**src/rtl/pending_write_cam.sv**
```systemverilog
// Pending-write CAM: tracks register IDs with outstanding long-latency
// writes and flags source operands that depend on them.
module pending_write_cam #(
  parameter int reg_addr_width_p = 5,
  parameter int els_p            = 4,
  parameter int num_src_p        = 3,
  parameter int num_clear_p      = 2,
  parameter int cnt_width_p      = 2
) (
  input  logic                                    clk_i,
  input  logic                                    reset_n_i,
  input  logic                                    alloc_v_i,
  input  logic [reg_addr_width_p-1:0]             alloc_id_i,
  output logic                                    alloc_ready_o,
  input  logic [num_clear_p-1:0]                  clear_v_i,
  input  logic [num_clear_p*reg_addr_width_p-1:0] clear_id_i,
  input  logic [num_src_p-1:0]                    src_v_i,
  input  logic [num_src_p*reg_addr_width_p-1:0]   src_id_i,
  output logic [num_src_p-1:0]                    dep_o,
  output logic [$clog2(els_p+1)-1:0]              count_o,
  output logic                                    full_o,
  output logic                                    empty_o,
  output logic                                    err_o
);

  localparam int W  = reg_addr_width_p;
  localparam int CW = $clog2(els_p+1);
  localparam int IW = (els_p > 1) ? $clog2(els_p) : 1;
  localparam int EW = cnt_width_p + $clog2(num_clear_p+1) + 1;
  localparam logic [cnt_width_p-1:0] CMAX = '1;

  logic [W-1:0]           id_q  [els_p];
  logic [W-1:0]           id_d  [els_p];
  logic [cnt_width_p-1:0] cnt_q [els_p];
  logic [cnt_width_p-1:0] cnt_d [els_p];
  logic [EW-1:0]          nclr  [els_p];
  logic [els_p-1:0]       valid;
  logic [CW-1:0]          count_q, count_d;
  logic                   err_q, err_d;

  logic          a_hit, free_found, alloc_acc, a_nz;
  logic [IW-1:0] a_idx, free_idx;
  logic [cnt_width_p-1:0] a_cnt;

  always_comb begin
    for (int j = 0; j < els_p; j++) valid[j] = (cnt_q[j] != '0);
  end

  always_comb begin
    a_hit      = 1'b0;
    a_idx      = '0;
    free_found = 1'b0;
    free_idx   = '0;
    for (int j = 0; j < els_p; j++) begin
      if (!a_hit && valid[j] && id_q[j] == alloc_id_i) begin
        a_hit = 1'b1;
        a_idx = IW'(j);
      end
      if (!free_found && !valid[j]) begin
        free_found = 1'b1;
        free_idx   = IW'(j);
      end
    end
  end

  assign a_nz  = (alloc_id_i != '0);
  assign a_cnt = cnt_q[a_idx];

  assign alloc_ready_o = !a_nz
                       | (a_hit && a_cnt != CMAX)
                       | (!a_hit && !full_o);

  assign alloc_acc = alloc_v_i && alloc_ready_o && a_nz;

  always_comb begin : clr_p
    logic [W-1:0] cid;
    logic         chit;
    cid   = '0;
    chit  = 1'b0;
    err_d = err_q;
    for (int j = 0; j < els_p; j++) nclr[j] = '0;
    for (int k = 0; k < num_clear_p; k++) begin
      cid  = clear_id_i[k*W +: W];
      chit = 1'b0;
      if (clear_v_i[k] && cid != '0) begin
        for (int j = 0; j < els_p; j++) begin
          if (valid[j] && id_q[j] == cid) begin
            nclr[j] = nclr[j] + EW'(1);
            chit    = 1'b1;
          end
        end
        if (!chit) err_d = 1'b1;
      end
    end
    // Underflow is judged on the clears alone; a same-cycle alloc hit
    // does not rescue an over-cleared entry.
    for (int j = 0; j < els_p; j++) begin
      id_d[j]  = id_q[j];
      cnt_d[j] = cnt_q[j];
      if (valid[j]) begin
        if (nclr[j] > EW'(cnt_q[j])) begin
          cnt_d[j] = '0;
          err_d    = 1'b1;
        end else begin
          cnt_d[j] = cnt_width_p'(EW'(cnt_q[j])
                   + EW'(alloc_acc && a_hit && a_idx == IW'(j))
                   - nclr[j]);
        end
      end else if (alloc_acc && !a_hit && free_found
                   && free_idx == IW'(j)) begin
        id_d[j]  = alloc_id_i;
        cnt_d[j] = cnt_width_p'(1);
      end
    end
  end

  always_comb begin
    count_d = '0;
    for (int j = 0; j < els_p; j++)
      count_d = count_d + CW'(cnt_d[j] != '0);
  end

  always_ff @(posedge clk_i or negedge reset_n_i) begin
    if (!reset_n_i) begin
      for (int j = 0; j < els_p; j++) begin
        id_q[j]  <= '0;
        cnt_q[j] <= '0;
      end
      count_q <= '0;
      err_q   <= 1'b0;
    end else begin
      for (int j = 0; j < els_p; j++) begin
        id_q[j]  <= id_d[j];
        cnt_q[j] <= cnt_d[j];
      end
      count_q <= count_d;
      err_q   <= err_d;
    end
  end

  always_comb begin
    dep_o = '0;
    for (int i = 0; i < num_src_p; i++) begin
      for (int j = 0; j < els_p; j++) begin
        if (src_v_i[i] && src_id_i[i*W +: W] != '0
            && valid[j] && id_q[j] == src_id_i[i*W +: W])
          dep_o[i] = 1'b1;
      end
    end
  end

  assign count_o = count_q;
  assign full_o  = (count_q == CW'(els_p));
  assign empty_o = (count_q == '0);
  assign err_o   = err_q;

endmodule

```
**config.mk**
```make
export PLATFORM = sky130hd
export DESIGN_NAME = pending_write_cam
export DESIGN_NICKNAME = d
export VERILOG_FILES = /design/src/rtl/pending_write_cam.sv
export SDC_FILE = /design/constraint.sdc
export NUM_CORES = 1
export LEC_CHECK = 0
export CAP_MARGIN = 25
export CORE_UTILIZATION = 57
export DETAILED_ROUTE_END_ITERATION = 12
export PLACE_DENSITY = 0.82
export RECOVER_POWER = 25
export SETUP_SLACK_MARGIN = 0.05
export SYNTH_ARGS = -nofsm -noshare
export SYNTH_HDL_FRONTEND = slang
export SYNTH_SLANG_ARGS = --single-unit
export TNS_END_PERCENT = 20
```
**constraint.sdc**
```tcl
create_clock -name clk_i -period 5.91 [get_ports clk_i]
set_input_delay 1.182 -clock clk_i [delete_from_list [all_inputs] [get_ports clk_i]]
set_output_delay 1.182 -clock clk_i [all_outputs]
set_load 0.03 [all_outputs]
```
== After elaboration in Yosys (flattened, before gate mapping) ==
Index checks and enable logic that the tools add are counted.
Widths: inputs -> output; s select.

* Word-level logic and storage cells: 236
* Input port bits: 38
* Flip-flop bits (word level): 32
* Output and inout bits: 10

* Bitwise operators: 7
* Add/subtract/negate cells: 15
* Reduce and logical (&&, ||, !) cells: 94
* $lt $le $gt $ge: 5
* Mux-type cells: 73
* Eq/ne operators: 32

{| class="wikitable"
|+ Operators with widths
! kind !! count
|-
| $eq 5x5->1 || 24
|-
| $logic_and 1x1->1 || 62
|-
| $mux 1 || 48
|-
| $mux 2 || 18
|-
| $reduce_bool 5->1 || 6
|-
| $add 5x1->5 const B || 4
|-
| $gt 5x2->1 || 4
|-
| $mux 20 || 1
|-
| $mux 5 || 4
|-
| $mux 16 || 1
|-
| $reduce_bool 2->1 || 8
|-
| $logic_not 1->1 || 11
|-
| $add 2x1->2 || 4
|-
| $eq 2x2->1 const B || 4
|-
| $reduce_and 2->1 || 4
|-
| $sub 2x2->2 || 4
|-
| $bmux 2 s2 || 1
|-
| $eq 2x1->1 const B || 2
|-
| $logic_not 2->1 || 2
|-
| $not 1->1 || 4
|-
| $add 2x1->3 || 1
|-
| $add 3x1->3 || 1
|-
| $eq 3x3->1 const B || 1
|-
| $ge 3x3->1 const B || 1
|-
| other kinds (5) || 6
|}

== Logic depth before layout (Yosys ltp) ==
* Word-level depth: 35
* Mapped depth: 18
* Gate-level depth less buffers: 17

== Least setup slack after synthesis ==
Ideal clock, no wire load.

* Path type: input to register
* Start: input alloc_id_i[2]
* End: register count_q[1] (netlist: count_o[1])
* Path slack: 0.884 ns
* Path buffers: 1
* Arrival time: 4.900 ns
* Library setup time: 0.126 ns
* Cell stages on the path: 18
* Data required time: 5.784 ns
* Path through: buf_4 > xor2_1 > nor4_1 > and3_4 > nor3_1 > a22oi_2 > a211oi_1 > or4b_1 > ha_1 > inv_1 > ha_1 > xnor2_1 > xnor2_1 > nor3_1 > a211o_1 > fa_1 > ha_1 > ha_1

{| class="wikitable"
|+ RTL lines
! element !! line !! RTL
|-
| start, declared || 13 || <nowiki>input logic [reg_addr_width_p-1:0] alloc_id_i,</nowiki>
|-
| end signal, assigned || 136 || <nowiki>count_q <= count_d;</nowiki>
|-
| end, declared || 38 || <nowiki>logic [CW-1:0] count_q, count_d;</nowiki>
|}

==> impl_metrics.yaml <==
run_status:
  status: "finished, violations left"
  violations: "capacitance limit, slew limit"
worst_setup_path:
  cp.arrival_ns: 5.80
  path_class: "in2reg"
  startpoint: "alloc_id_i[4]"
  rrSetupSlack_ns: 1.20
  critical_path_required_ns: 6.09
  r2r_start: "id_q[17]$_DFFE_PN0P_"
  crit_path_end_kind: "flip-flop"
  startpoint_type: "input port"
  endpoint: "count_o[1]$_DFF_PN0_"
  reg2reg_to: "count_o[1]$_DFF_PN0_"
  worst_r2r_path_depth: 17
  cp_max_fo: 9
grt:
  grt_use_met3_pct: 5.368
  grt_first_pass_wirelength_mm: 16.76
  grt_max_degree: 33
  antenna_found_initial: 0
  grt_pass1_vias: 3308
  grt_overflow: 0
  grt.busiest_layer: "met2"
  met2_usage_pct: 52.16
  grt_util_met1_pct: 39.54
  track_usage_pct: 30.98
synthesis:
  ys_seq_area_share_pct: 21.38
  ys_types: 58
  synth_top_family_by_area: "XOR/XNOR gates"
  ys_ff_latch: 32
  synthArstFlopShare_pct: 100.0
  synth_top_area_cell: "dfrtp_1"
  synth_top_area_share_pct: 21.38
  synth_simple_gate_area_share_pct: 18.61
  synthAdderAreaFrac_pct: 7.885
  syn_area_um2: 3745
  synth-edff-count: 0
  syn_area_per_cell_um2: 8.511
  yosys.cell_count.top_type: "xnor2_1"
  synthTopCellsByArea: "dfrtp_1, xnor2_1, xor2_1"
  synth_common_cells: "xnor2_1, xor2_1, dfrtp_1"
  synthMuxAreaShare_pct: 6.515
  syn_inst: 440
  synth_compound_area_share_pct: 8.319
  synth_fp_nets: 501
  synth-xor-area-share_pct: 28.07
  synth_flop_cell: "dfrtp_1"
  synth_warnings: 0
cts:
  cts_tree: "yes"
  cts_setup_buffers: 0
  clock-root-buffer: "clkbuf_8"
  cts_buffer_depth: 2
  cts_htree_levels: 2
  clock-sinks: 32
  clk_latency_ns: 0.29
  cts_resized: 0
  path_clk_slew_ns: 0.07
  cts_made_buffers: 5
  ctsHoldBuffers: 0
hold_path:
  hold_path_class: "reg2reg"
  worstHoldStart: "err_o$_DFF_PN0_"
detailed_routing:
  drc: 0
  vias: 3367
  postRouteWirelength_mm: 10.40
  wire_per_inst_um: 19.66
  drt_iter0_markers: 250
  ant_nets: 0
  viasPerCell: 6.365
  drt-pass1-iter-count: 5
cells_and_area:
  area_growth_pct: 12.96
  antenna_cells: 0
  fillers: 516
  post_route_cells_drive_above_1_share_pct: 9.956
  finalNetCount: 512
  finalNonFillerCells: 529
timing:
  period_needed_ns: 5.616
  fin_skew_ns: 0.005739
  tightest_slew_ns: 1.763
  whs_ns: 0.6078
  maxSlewViolCount: 33
  hold_violations: 0
  rsz0062_at_grt: "false"
  final.setup.tns_ns: 0
  fin_ws_ns: 0.2940
  max-slew-margin-rel_pct: -17.56
  final-setup-viol-count: 0
  fmax_mhz: 178.1
  finalCritPeriodShare_pct: 95.03
floorplan:
  fp.dieW_um: 83.06
  chipHeight_um: 83.06
  ios: 48
  core_um2: 6350
  start_util_pct: 58.98
  die_area_um2: 6898
  core.rowCount: 29
flow_run:
  drv_cap: 1
placed_design:
  place_inst: 521
  portBuffers: 47
  gp_congestion: 1.029
  place_ws_ns: 0.01561
  hpwl_mm: 7.675
pwr:
  ir_drop_uv: 348.5
  p_total_w: 0.001467
  cellPowerDensity_nw_per_um2: 346.7
  p_leak_nw: 1.755
==> metrics by stage <==
step | utilization [%] | area [um2]
2_1_floorplan | - | 3745
3_5_place_dp | 64.59 | 4101
4_1_cts | 66.58 | 4228
3_3_place_gp | 64.59 | 4101
5_1_grt | 66.62 | 4230
6_report | 66.62 | 4230
==> critical path: stages <==
cell	delay (ns)
clkdlybuf4s50_1	0.60
xor2_1	0.24
nor4_1	0.34
nand2_1	0.17
nor3_1	0.36
o2bb2ai_1	0.16
a211oi_1	0.08
or4b_1	0.54
ha_1	0.30
inv_1	0.04
ha_1	0.18
xnor2_1	0.18
xnor2_1	0.14
nor3_1	0.08
a211o_1	0.31
fa_1	0.43
ha_1	0.21
ha_1	0.26
==> layout make-up <==
cell class | count | area, um2 | area share [%]
multi-input combinational | 336 | 2605 | 61.58
clock buffer | 7 | 96.34 | 2.277
timing repair buffer | 54 | 519.2 | 12.27
inverter | 22 | 82.58 | 1.952
sequential | 32 | 800.8 | 18.93
clock inverter | 1 | 30.03 | 0.7098
tap | 77 | 96.34 | 2.277
==> where the power goes <==
part	leakage, nW	switching, W	internal [W]	total [W]
clock	0.0645	0.0000845	0.000149	0.000233
combinational	1.28	0.000329	0.000360	0.000689
sequential	0.406	0.000257	0.000288	0.000544
total	1.75	0.000670	0.000797	0.00147
==> placed cells by master (no fill, tap or decap), types with 6 or more instances in the layout <==
master           Yosys  layout
xnor2_1             66      66
xor2_1              54      54
clkdlybuf4s50_1      0      46
dfrtp_1             32      32
nand2_1             27      27
inv_1               22      22
ha_1                22      22
nor2_1              17      17
o21ai_0             15      15
nor3_1              14      14
nor4_1              13      12
mux2_2              12      12
nand4_1             11      11
nand3_1             10      10
clkbuf_8             0       7
o22ai_1              6       6
buf_4                8       6
==> worst min-delay path by stage <==
stage / to / slack, ns / depth (start not counted)
3_5_place_dp: err_o$_DFF_PN0_ / 0.59 / 3
5_1_grt: err_o$_DFF_PN0_ / 0.64 / 3
2_1_floorplan: id_q[18]$_DFFE_PN0P_ / 0.62 / 2
6_report: err_o$_DFF_PN0_ / 0.61 / 3
4_1_cts: err_o$_DFF_PN0_ / 0.61 / 3
3_3_place_gp: err_o$_DFF_PN0_ / 0.60 / 3
==> kinds of logic after synthesis <==
group                    Yosys count
adder cells (fa/ha/maj)           23
AND/OR/NAND/NOR                  126
XOR/XNOR                         120
flip-flops                        32
AO/OA/AOI/OAI                     47
multiplexers                      20
buffers and inverters             72
==> per-layer routing <==
layer	up-vias	wire length, um
met5	-	0
met4	0	272
met3	32	965
met2	196	5077
met1	1632	4085
li1	1507	-
==> state kept, by name (all words and copies together) (netlist names) <==
| signal | cells |
|---|---|
| err_o | 1 |
| count_o | 3 |
| cnt_q | 8 |
| id_q | 20 |
Note: power is estimated with default switching activity, not from simulation.
